File: src/rtl/spart_pkg.sv
// rtl/spart_pkg.sv - shared SPART types and constants
package spart_pkg;

  typedef enum logic [1:0] {IDLE, START, DATA, STOP} rx_state_t;

  localparam int   DATA_BITS  = 8;
  localparam logic IDLE_LEVEL = 1'b1;

endpackage

File: src/rtl/rx_buffer.sv
// rtl/rx_buffer.sv - receive byte FIFO with combinational head output
module rx_buffer #(
  parameter int DEPTH = 4,
  parameter int WIDTH = 8
) (
  input  logic             clk,
  input  logic             rst_n,
  input  logic             push,
  input  logic             pop,
  input  logic [WIDTH-1:0] din,
  output logic [WIDTH-1:0] dout,
  output logic             empty,
  output logic             full
);

  localparam int AW = $clog2(DEPTH);

  logic [WIDTH-1:0] mem_q [DEPTH];
  logic [AW-1:0]    wr_ptr_q, rd_ptr_q;
  logic [AW:0]      count_q;
  logic             do_push, do_pop;

  assign empty   = (count_q == '0);
  assign full    = (count_q == (AW+1)'(DEPTH));
  assign do_pop  = pop && !empty;
  // A pop in the same cycle frees the slot, so a full buffer still accepts the push.
  assign do_push = push && (!full || do_pop);
  assign dout    = empty ? '0 : mem_q[rd_ptr_q];

  always_ff @(posedge clk) begin
    if (do_push) mem_q[wr_ptr_q] <= din;
  end

  always_ff @(posedge clk or negedge rst_n) begin
    if (!rst_n) begin
      wr_ptr_q <= '0;
      rd_ptr_q <= '0;
      count_q  <= '0;
    end else begin
      if (do_push) wr_ptr_q <= wr_ptr_q + 1'b1;
      if (do_pop)  rd_ptr_q <= rd_ptr_q + 1'b1;
      case ({do_push, do_pop})
        2'b10:   count_q <= count_q + 1'b1;
        2'b01:   count_q <= count_q - 1'b1;
        default: count_q <= count_q;
      endcase
    end
  end

endmodule

File: src/rtl/receive_control.sv
// rtl/receive_control.sv - SPART 8N1 receive deframer with byte buffer
module receive_control
  import spart_pkg::*;
#(
  parameter int DEPTH = 4,
  parameter int OSR   = 16
) (
  input  logic       clk,
  input  logic       rst_n,
  input  logic       baud_en,
  input  logic       rxd,
  input  logic       fifo_read,
  input  logic       clr_err,
  output logic [7:0] rx_data,
  output logic       rda,
  output logic       overrun,
  output logic       frame_err
);

  localparam int OSW = $clog2(OSR);
  localparam int BW  = $clog2(DATA_BITS);
  localparam logic [OSW-1:0] OS_MID   = OSW'(OSR/2 - 1);
  localparam logic [OSW-1:0] OS_END   = OSW'(OSR - 1);
  localparam logic [BW-1:0]  BIT_LAST = BW'(DATA_BITS - 1);

  rx_state_t            state_q, state_d;
  logic                 rx_meta_q, rx_sync_q, rx;
  logic [OSW-1:0]       os_cnt_q, os_cnt_d;
  logic [BW-1:0]        bit_cnt_q, bit_cnt_d;
  logic [DATA_BITS-1:0] shift_q, shift_d;
  logic                 stop_err_q, stop_err_d;
  logic                 overrun_q, frame_err_q;
  logic                 push_w, set_fe, set_ovr, buf_empty, buf_full;

  assign rx = rx_sync_q;

  always_ff @(posedge clk or negedge rst_n) begin
    if (!rst_n) state_q <= IDLE;
    else        state_q <= state_d;
  end

  always_comb begin
    state_d = state_q;
    case (state_q)
      IDLE:  if (rx != IDLE_LEVEL) state_d = START;
      START: if (baud_en && os_cnt_q == OS_MID) state_d = (rx == IDLE_LEVEL) ? IDLE : DATA;
      DATA:  if (baud_en && os_cnt_q == OS_END && bit_cnt_q == BIT_LAST) state_d = STOP;
      STOP: begin
        // After a bad stop bit, hold here until the line is released.
        if (stop_err_q) begin
          if (rx == IDLE_LEVEL) state_d = IDLE;
        end else if (baud_en && os_cnt_q == OS_END && rx == IDLE_LEVEL) begin
          state_d = IDLE;
        end
      end
      default: state_d = IDLE;
    endcase
  end

  always_comb begin
    os_cnt_d   = os_cnt_q;
    bit_cnt_d  = bit_cnt_q;
    shift_d    = shift_q;
    stop_err_d = stop_err_q;
    push_w     = 1'b0;
    set_fe     = 1'b0;
    case (state_q)
      IDLE: begin
        os_cnt_d   = '0;
        bit_cnt_d  = '0;
        stop_err_d = 1'b0;
      end
      START: if (baud_en) os_cnt_d = (os_cnt_q == OS_MID) ? '0 : os_cnt_q + 1'b1;
      DATA: if (baud_en) begin
        if (os_cnt_q == OS_END) begin
          os_cnt_d  = '0;
          shift_d   = {rx, shift_q[DATA_BITS-1:1]};
          bit_cnt_d = bit_cnt_q + 1'b1;
        end else begin
          os_cnt_d = os_cnt_q + 1'b1;
        end
      end
      STOP: if (baud_en && !stop_err_q) begin
        if (os_cnt_q == OS_END) begin
          os_cnt_d = '0;
          if (rx == IDLE_LEVEL) begin
            push_w = 1'b1;
          end else begin
            set_fe     = 1'b1;
            stop_err_d = 1'b1;
          end
        end else begin
          os_cnt_d = os_cnt_q + 1'b1;
        end
      end
      default: os_cnt_d = '0;
    endcase
  end

  assign set_ovr = push_w && buf_full && !fifo_read;

  always_ff @(posedge clk or negedge rst_n) begin
    if (!rst_n) begin
      rx_meta_q   <= IDLE_LEVEL;
      rx_sync_q   <= IDLE_LEVEL;
      os_cnt_q    <= '0;
      bit_cnt_q   <= '0;
      shift_q     <= '0;
      stop_err_q  <= 1'b0;
      overrun_q   <= 1'b0;
      frame_err_q <= 1'b0;
    end else begin
      rx_meta_q   <= rxd;
      rx_sync_q   <= rx_meta_q;
      os_cnt_q    <= os_cnt_d;
      bit_cnt_q   <= bit_cnt_d;
      shift_q     <= shift_d;
      stop_err_q  <= stop_err_d;
      overrun_q   <= set_ovr ? 1'b1 : (clr_err ? 1'b0 : overrun_q);
      frame_err_q <= set_fe  ? 1'b1 : (clr_err ? 1'b0 : frame_err_q);
    end
  end

  rx_buffer #(.DEPTH(DEPTH), .WIDTH(DATA_BITS)) u_rx_buffer (
    .clk   (clk),
    .rst_n (rst_n),
    .push  (push_w),
    .pop   (fifo_read),
    .din   (shift_q),
    .dout  (rx_data),
    .empty (buf_empty),
    .full  (buf_full)
  );

  assign rda       = !buf_empty;
  assign overrun   = overrun_q;
  assign frame_err = frame_err_q;

endmodule

File: config.mk
export PLATFORM = sky130hd
export DESIGN_NAME = receive_control
export DESIGN_NICKNAME = d
export VERILOG_FILES = /design/src/rtl/spart_pkg.sv /design/src/rtl/rx_buffer.sv /design/src/rtl/receive_control.sv
export SDC_FILE = /design/constraint.sdc
export NUM_CORES = 1
export LEC_CHECK = 0
export CORE_UTILIZATION = 35
export DETAILED_ROUTE_END_ITERATION = 10
export GPL_ROUTABILITY_DRIVEN = 0
export PLACE_DENSITY_LB_ADDON = 0.3
export SETUP_SLACK_MARGIN = 0.5
export SYNTH_ARGS = -nofsm -noshare
export SYNTH_HDL_FRONTEND = slang
export SYNTH_SLANG_ARGS = --single-unit
File: constraint.sdc
create_clock -name clk -period 3.5 [get_ports clk]
set_clock_uncertainty 0.2 [all_clocks]
set_input_delay 0.525 -clock clk [delete_from_list [all_inputs] [get_ports clk]]
set_output_delay 0.525 -clock clk [all_outputs]
set_load 0.05 [all_outputs]
==> results of run 1 <==
-- cell type report --
cell class	instances	area [sq um]
Clock buffer	9	123.9
Inverter	9	33.78
Tap cell	99	123.9
Timing Repair Buffer	18	165.2
Sequential cell	61	1689
Fill cell	660	4193
Clock inverter	7	81.33
Multi-Input combinational cell	100	920.9
-- critical path: cells and delay by family, from the launching register on --
family / cells / cell delay, ns
buffers and inverters: 1 / 0.76
flip-flops: 1 / 0.43
AND/OR/NAND/NOR: 1 / 0.53
-- timing repair --
action                     CTS  global route
setup endpoints to repair    8             0
hold endpoints to repair     0             0
gates resized for setup      8             0
setup buffers                0             0
-- layout by cell type, fill, tap and decap left out, drive strengths merged, types with 2 or more instances in the layout --
| master | count |
|---|---|
| nand2 | 9 |
| edfxtp | 32 |
| dlygate4sd2 | 8 |
| dfrtp | 27 |
| mux2 | 10 |
| mux2i | 2 |
| buf | 2 |
| clkdlybuf4s50 | 8 |
| xnor2 | 3 |
| mux4 | 8 |
| nand4 | 3 |
| nor2 | 4 |
| inv | 12 |
| clkinv | 2 |
| xor2 | 3 |
| ha | 8 |
| o21ai | 3 |
| and2 | 14 |
| a22o | 9 |
| and3 | 2 |
| nand3b | 2 |
| nand3 | 2 |
| dfstp | 2 |
| clkbuf | 9 |
-- flip-flops by register name, indices dropped and copies added (netlist names), named ones only --
name / cells
u_rx_buffer.mem_q: 32
shift_q: 8
os_cnt_q: 4
bit_cnt_q: 3
u_rx_buffer.count_q: 3
u_rx_buffer.rd_ptr_q: 2
u_rx_buffer.wr_ptr_q: 2
frame_err: 1
overrun: 1
rx: 1
rx_meta_q: 1
state_q: 1
stop_err_q: 1
-- worst min-delay path by stage --
| stage | start | endpoint | slack [ns] |
|---|---|---|---|
| 3_5_place_dp | rx_meta_q | rx | 0.15 |
| 5_1_grt | rx_meta_q | rx | 0.16 |
| 2_1_floorplan | rst_n | asynchronous set/reset pin | 0.03 |
| 4_1_cts | rx_meta_q | rx | 0.16 |
| 3_3_place_gp | rx_meta_q | rx | 0.15 |
| 6_report | rx_meta_q | rx | 0.16 |
-- power groups by stage --
stage	Sequential (mW)	Clock, mW	Combinational, mW
2_1_floorplan	0.889	0	0.907
3_3_place_gp	0.973	0	1.11
3_5_place_dp	0.973	0	1.12
4_1_cts	0.959	0.649	1.06
5_1_grt	0.978	0.678	1.12
6_report	0.960	0.633	1.04
-- kinds of logic (layout without fill, tap and decap cells) --
| group | after synthesis | count (layout) |
|---|---|---|
| flip-flops | 61 | 61 |
| AO/OA/AOI/OAI | 21 | 21 |
| adder cells (fa/ha/maj) | 9 | 9 |
| multiplexers | 20 | 20 |
| XOR/XNOR | 6 | 6 |
| buffers and inverters | 19 | 43 |
| AND/OR/NAND/NOR | 44 | 44 |
-- stage by stage --
stage	setup WS [ns]	hold WS [ns]	instances
global route	0.5578	0.1598	303
global placement	0.4559	0.1464	287
detailed placement	0.4065	0.1468	287
floorplan	0.8791	0.02941	180
finish	0.7203	0.1564	303
CTS	0.6811	0.1575	303
-- per-layer routing --
metal / track usage, % / part of all wire, % / vias up
met3: 3.130 / 2.7 / 5
li1: - / - / 703
met5: 0 / 0 / -
met4: 5.738 / 1.2 / 0
met1: 14.44 / 45 / 701
met2: 19.36 / 51 / 18
==> run summary, run 1 <==
LOGIC SYNTHESIS
-----------------------------------------------------------------------------------------------------
Leading cell types by count after synthesis                                              edfxtp_1 (32), dfrtp_1 (27), and2_1 (10)
Parity-gate share of the synthesized area counting xor and xnor cells                          1.952%
Number of flops mapped to enable cells by yosys                                                    32
Post-synthesis cell count                                                                         180
Primary flip-flop cell chosen by synthesis mapping                                           edfxtp_1
Distinct cells, synth                                                                              42
Biggest area consumer among synthesized cells                                                edfxtp_1
Area fraction in and, or, nand and nor cells after synthesis                                   9.851%
Post-synthesis average cell area                                                          14.96 sq um
Fraction of synthesized area in multiplexers                                                   11.76%
Yosys warns                                                                                         0
Area fraction in compound gates after synthesis                                                6.180%
Mapped Nets                                                                                       195
Async set or reset register ratio after synthesis                                              47.54%
Post-synthesis share of cell area spent on full adders, half adders and majority gates         4.461%
Combinational family with the most area after synthesis                                  multiplexers
Sequential element share of the synthesized area                                               62.73%
Cell types with the largest area share after synthesis                                   edfxtp_1 (36%), dfrtp_1 (25%), mux4_2 (6.7%)
Yosys top cell area share                                                                      35.69%
Flops & latches, synth                                                                             61
Most used standard cell by instance count after synthesis                                    edfxtp_1
Post-Synthesis Cell Area                                                                   2693 sq um

SETUP PATH
-----------------------------------------------------------------------------------------------------
R2R Setup Slk                                                                                 0.72 ns
Critical Path, Cell by Cell                                                              or3_1 > clkdlybuf4s50_1
Critical Path Start Type                                                                    flip-flop
Classification of the worst setup path                                                   flip-flop to output pin
Max incr delay on CP                                                                          0.76 ns
Slowest cell on crit path                                                                clkdlybuf4s50_1
Nature of the critical path endpoint                                                       output pin
Depth of the worst register-to-register path                                                       11
CP required                                                                                   2.77 ns
Timing startpoint of the critical path                                                   u_rx_buffer.count_q[0]
Data arrival time of the worst path                                                           2.05 ns
Crit Path Max Fanout                                                                               10
Worst reg2reg path startpoint                                                             os_cnt_q[0]
Critical path capture point                                                                       rda
Endpoint of the most critical register-to-register path                                  u_rx_buffer.count_q[2]

STA
-----------------------------------------------------------------------------------------------------
Max-slew violation total from the final report                                                      0
Headroom to the max-slew limit                                                                 66.10%
Count of final setup violators                                                                      0
Unrepaired setup endpoints after global routing                                                 false
Share of the clock period used by the worst path                                               79.42%
Final setup TNS                                                                                  0 ns
Maximum frequency from static timing analysis                                               359.8 MHz
Worst slew pin tran                                                                         0.5086 ns
Number of endpoints with negative hold slack in the final report                                    0
Final critical-path required period                                                          2.780 ns

DIE
-----------------------------------------------------------------------------------------------------
Die area                                                                                   8048 sq um
Placement row count                                                                                31
Die width                                                                                    89.71 um
Starting utilization of the core area                                                          36.73%
Die Ht                                                                                       89.71 um
Number of ports placed on the die boundary                                                         17
Core Region                                                                                7331 sq um

PWR
-----------------------------------------------------------------------------------------------------
Overall Power                                                                                2.631 mW
Clock power share                                                                               24.1%
Fraction of power spent switching nets                                                         39.43%
Sequential group share of total power                                                           36.5%
Static leakage                                                                               1.269 nW
Comb pwr share                                                                                  39.5%
Sw Pwr                                                                                       1.037 mW
Max IR drop VDD                                                                           0.0003059 V
Power per unit of standard cell area                                                     838.3 nW/um^2
Internal Power                                                                               1.593 mW

ROUTING
-----------------------------------------------------------------------------------------------------
Per-cell routed wire length                                                                  13.88 um
Detailed Routing Iterations Pass 1                                                                  4
Number of DRC violations after detailed-routing iteration 0                                        54
Total via count after detailed routing                                                           1427
Post-route DRC violation count                                                                      0
Remaining antenna violation count after routing                                                     0
Total length of routed wires                                                                  4206 um
Via density                                                                                     4.710

CLOCK NETWORK
-----------------------------------------------------------------------------------------------------
Clock-pin slew on the worst setup and hold paths                                              0.08 ns
Number of H-tree levels                                                                             3
CTS hold repair buffers                                                                             0
CTS tree                                                                                         done
TritonCTS buffer count                                                                              9
Master cell of the clock root buffer                                                         clkbuf_8
Longest Clk Path Bufs                                                                               2
Sink Count                                                                                         61
Clock network latency to the later pin of the worst-skew pair                                 0.33 ns

LAYOUT
-----------------------------------------------------------------------------------------------------
Final Net Count                                                                                   214
Area added between synthesis and finish                                                        16.54%
Diode count                                                                                         0
Share of the core filled with cells in the final layout                                        42.81%
Area of all placed cells without fillers                                                   3138 sq um
Fraction of final layout cells with drive strength greater than 1                              22.06%

GLOBAL ROUTE
-----------------------------------------------------------------------------------------------------
Combined global-route utilization of all metal layers                                          11.80%
Congestion Overflow GR                                                                              0
Initial antenna violation count                                                                     0
First-pass GRT wire length                                                                    7320 um
Via count of the first global-routing pass                                                       1498
Largest net degree at the start of global routing                                                  30

PLACEMENT
-----------------------------------------------------------------------------------------------------
Post-detail-place hpwl                                                                        2659 um
Number of buffer cells added on primary ports                                                      16
Total placed instance area                                                                 2943 sq um

STATUS
-----------------------------------------------------------------------------------------------------
Result of the run                                                                        finished clean

RUN
-----------------------------------------------------------------------------------------------------
Max_cap viols                                                                                       0

WORST HOLD PATH
-----------------------------------------------------------------------------------------------------
Worst min-delay path class                                                               flip-flop to flip-flop
Worst hold stages                                                                                   0

Power figures use the tool's default switching activity.
==> inputs of run 2 (changes only) <==
==> constraint.sdc (replaced) <==
create_clock -name clk -period 2.6 [get_ports clk]
set_clock_uncertainty 0.2 [all_clocks]
set_input_delay 0.39 -clock clk [delete_from_list [all_inputs] [get_ports clk]]
set_output_delay 0.39 -clock clk [all_outputs]
set_load 0.05 [all_outputs]
==> run 2 against run 1 <==
Register-to-register slack lost 0.47 ns; clock-buffer cell count is the same; via count grew 8.5%; hold slack gained 0.0035 ns; critical path type is now flip-flop to flip-flop; die area is the same; largest power group unchanged; core utilization grew 4.0 points; sequential share of layout area shrank 4.5 points.
==> run summary, run 2 (same netlist as run 1, synthesis figures left out) <==
STATUS
--------------------------------------------------------------------------------
Result of the run                                                   finished clean

DIE
--------------------------------------------------------------------------------
Die width                                                               89.71 um
Core Region                                                           7331 sq um
Starting utilization of the core area                                     36.73%
Placement row count                                                           31
Die area                                                              8048 sq um
Die Ht                                                                  89.71 um
Number of ports placed on the die boundary                                    17

PWR
--------------------------------------------------------------------------------
Static leakage                                                          1.453 nW
Power per unit of standard cell area                                1200 nW/um^2
Overall Power                                                           4.115 mW
Max IR drop VDD                                                      0.0004478 V

ROUTING
--------------------------------------------------------------------------------
Total via count after detailed routing                                      1549
Post-route DRC violation count                                                 0
Via density                                                                4.766
Total length of routed wires                                             4594 um
Detailed Routing Iterations Pass 1                                             4
Per-cell routed wire length                                             14.14 um
Remaining antenna violation count after routing                                0
Number of DRC violations after detailed-routing iteration 0                   70

SETUP PATH
--------------------------------------------------------------------------------
Endpoint of the most critical register-to-register path             u_rx_buffer.count_q[2]
Depth of the worst register-to-register path                                   9
Worst reg2reg path startpoint                                       u_rx_buffer.count_q[0]
CP required                                                              2.62 ns
Critical Path Start Type                                               flip-flop
Nature of the critical path endpoint                                   flip-flop
R2R Setup Slk                                                            0.25 ns
Crit Path Max Fanout                                                           3
Data arrival time of the worst path                                      2.37 ns
Classification of the worst setup path                              flip-flop to flip-flop

LAYOUT
--------------------------------------------------------------------------------
Diode count                                                                    0
Registers with the most flip-flops                                  u_rx_buffer.mem_q (32), shift_q (8), os_cnt_q (4)
Area added between synthesis and finish                                   27.32%
Final Net Count                                                              236
Fraction of final layout cells with drive strength greater than 1         41.15%
Max FFs per register                                                          32
Commonest non-fill, non-tap cells in the layout                     edfxtp_1 (32), dfrtp_1 (26), buf_4 (20)
Most common library cell in the layout ignoring fill and taps           edfxtp_1
Register bank with the most flops                                   u_rx_buffer.mem_q

PLACEMENT
--------------------------------------------------------------------------------
Worst slack, placed                                                   -0.1852 ns
Number of buffer cells added on primary ports                                 16
Post-detail-place hpwl                                                   2963 um

CLOCK NETWORK
--------------------------------------------------------------------------------
Clock network latency to the later pin of the worst-skew pair            0.33 ns
Longest Clk Path Bufs                                                          2
Number of H-tree levels                                                        3
Master cell of the clock root buffer                                    clkbuf_8
CTS tree                                                                    done
TritonCTS buffer count                                                         9
Clock-pin slew on the worst setup and hold paths                         0.07 ns
CTS hold repair buffers                                                        0
Sink Count                                                                    61

WORST HOLD PATH
--------------------------------------------------------------------------------
Worst hold endpoint                                                           rx
Worst hold stages                                                              0
Worst min-delay path class                                          flip-flop to flip-flop
Worst Min Path Start                                                   rx_meta_q

STA
--------------------------------------------------------------------------------
Number of endpoints with negative hold slack in the final report               0
Count of final setup violators                                                 0
Unrepaired setup endpoints after global routing                             true
Maximum frequency from static timing analysis                          425.8 MHz
Worst slew pin tran                                                    0.4942 ns
Share of the clock period used by the worst path                          90.33%
Worst Slack Setup Final                                                0.2514 ns
Headroom to the max-slew limit                                            67.00%
Final critical-path required period                                     2.349 ns
Max-slew violation total from the final report                                 0

GLOBAL ROUTE
--------------------------------------------------------------------------------
Combined global-route utilization of all metal layers                     12.61%
Via count of the first global-routing pass                                  1597
Largest net degree at the start of global routing                             30
Initial antenna violation count                                                0
First-pass GRT wire length                                               7741 um
Congestion Overflow GR                                                         0

RUN
--------------------------------------------------------------------------------
Max_cap viols                                                                  0

==> run 2: cell types whose count changed in the layout (fill, tap and decap cells not counted), moves of 3 or more <==
cell             before  now
and2_1               10    2
inv_6                 3    0
clkdlybuf4s50_1       8    3
clkinv_2              0    3
and2_2                4    0
buf_8                 0    8
and2_4                0   12
dlygate4sd2_1         8    2
buf_6                 0    3
buf_4                 2   20
==> run 2: area by class of cell <==
cell class | count | area (sq um)
repair buffers | 40 | 401.6
multi-input cells | 100 | 988.4
well taps | 99 | 123.9
inverters | 9 | 33.78
fillers | 627 | 3902
clock buffers | 9 | 123.9
clock inverters | 7 | 66.31
flip-flops and latches | 61 | 1690
==> run 2: worst max-delay path by stage <==
stage / end / slack [ns] / start / cells past startpoint
finish: u_rx_buffer.count_q[2] / 0.25 / u_rx_buffer.count_q[0] / 9
CTS: u_rx_buffer.count_q[2] / 0.27 / os_cnt_q[0] / 11
global route: u_rx_buffer.count_q[2] / 0.15 / u_rx_buffer.count_q[0] / 9
floorplan: u_rx_buffer.count_q[2] / 0.16 / os_cnt_q[0] / 12
detailed placement: u_rx_buffer.count_q[2] / -0.19 / fifo_read / 10
global placement: u_rx_buffer.count_q[2] / -0.15 / fifo_read / 10
==> run 2: what timing repair did <==
item,4_1_cts,5_1_grt
setup endpoints to repair,44,52
gates resized for setup,17,25
pin swaps,9,12
buffers inserted,8,2
==> run 2: stage by stage <==
step	hold WS, ns	std cells	TNS (ns)	utilization [%]	cell area, sq um
after floorplan	-0.1056	180	0	-	2729
after global placement	0.1461	299	-0.1484	41.71	3058
after detailed placement	0.1523	299	-0.2180	41.71	3058
after CTS	0.1615	323	0	45.61	3343
after global routing	0.1651	325	0	46.77	3428
final	0.1599	325	0	46.77	3428
==> run 2: critical path: stages (launching register included) <==
cell and delay (ns):
dfrtp_1 0.41, or4b_4 0.54, and3_4 0.17, inv_2 0.06, ha_4 0.12, inv_2 0.03, fa_2 0.32, xor2_1 0.17
nor2_1 0.07, xor2_1 0.15
==> run 2: power by group <==
part | internal, mW | switching [mW] | leakage, nW
Clock | 0.437 | 0.364 | 0.100
Sequential | 1.12 | 0.118 | 0.655
Combinational | 1.05 | 1.02 | 0.697
Total | 2.61 | 1.51 | 1.45
==> run 2: metal layers <==
| layer | wire length, um | track usage [%] |
|---|---|---|
| met3 | 125 | 3.723 |
| met1 | 2027 | 15.37 |
| met4 | 66 | 6.011 |
| met2 | 2374 | 20.51 |
| met5 | 0 | 0 |
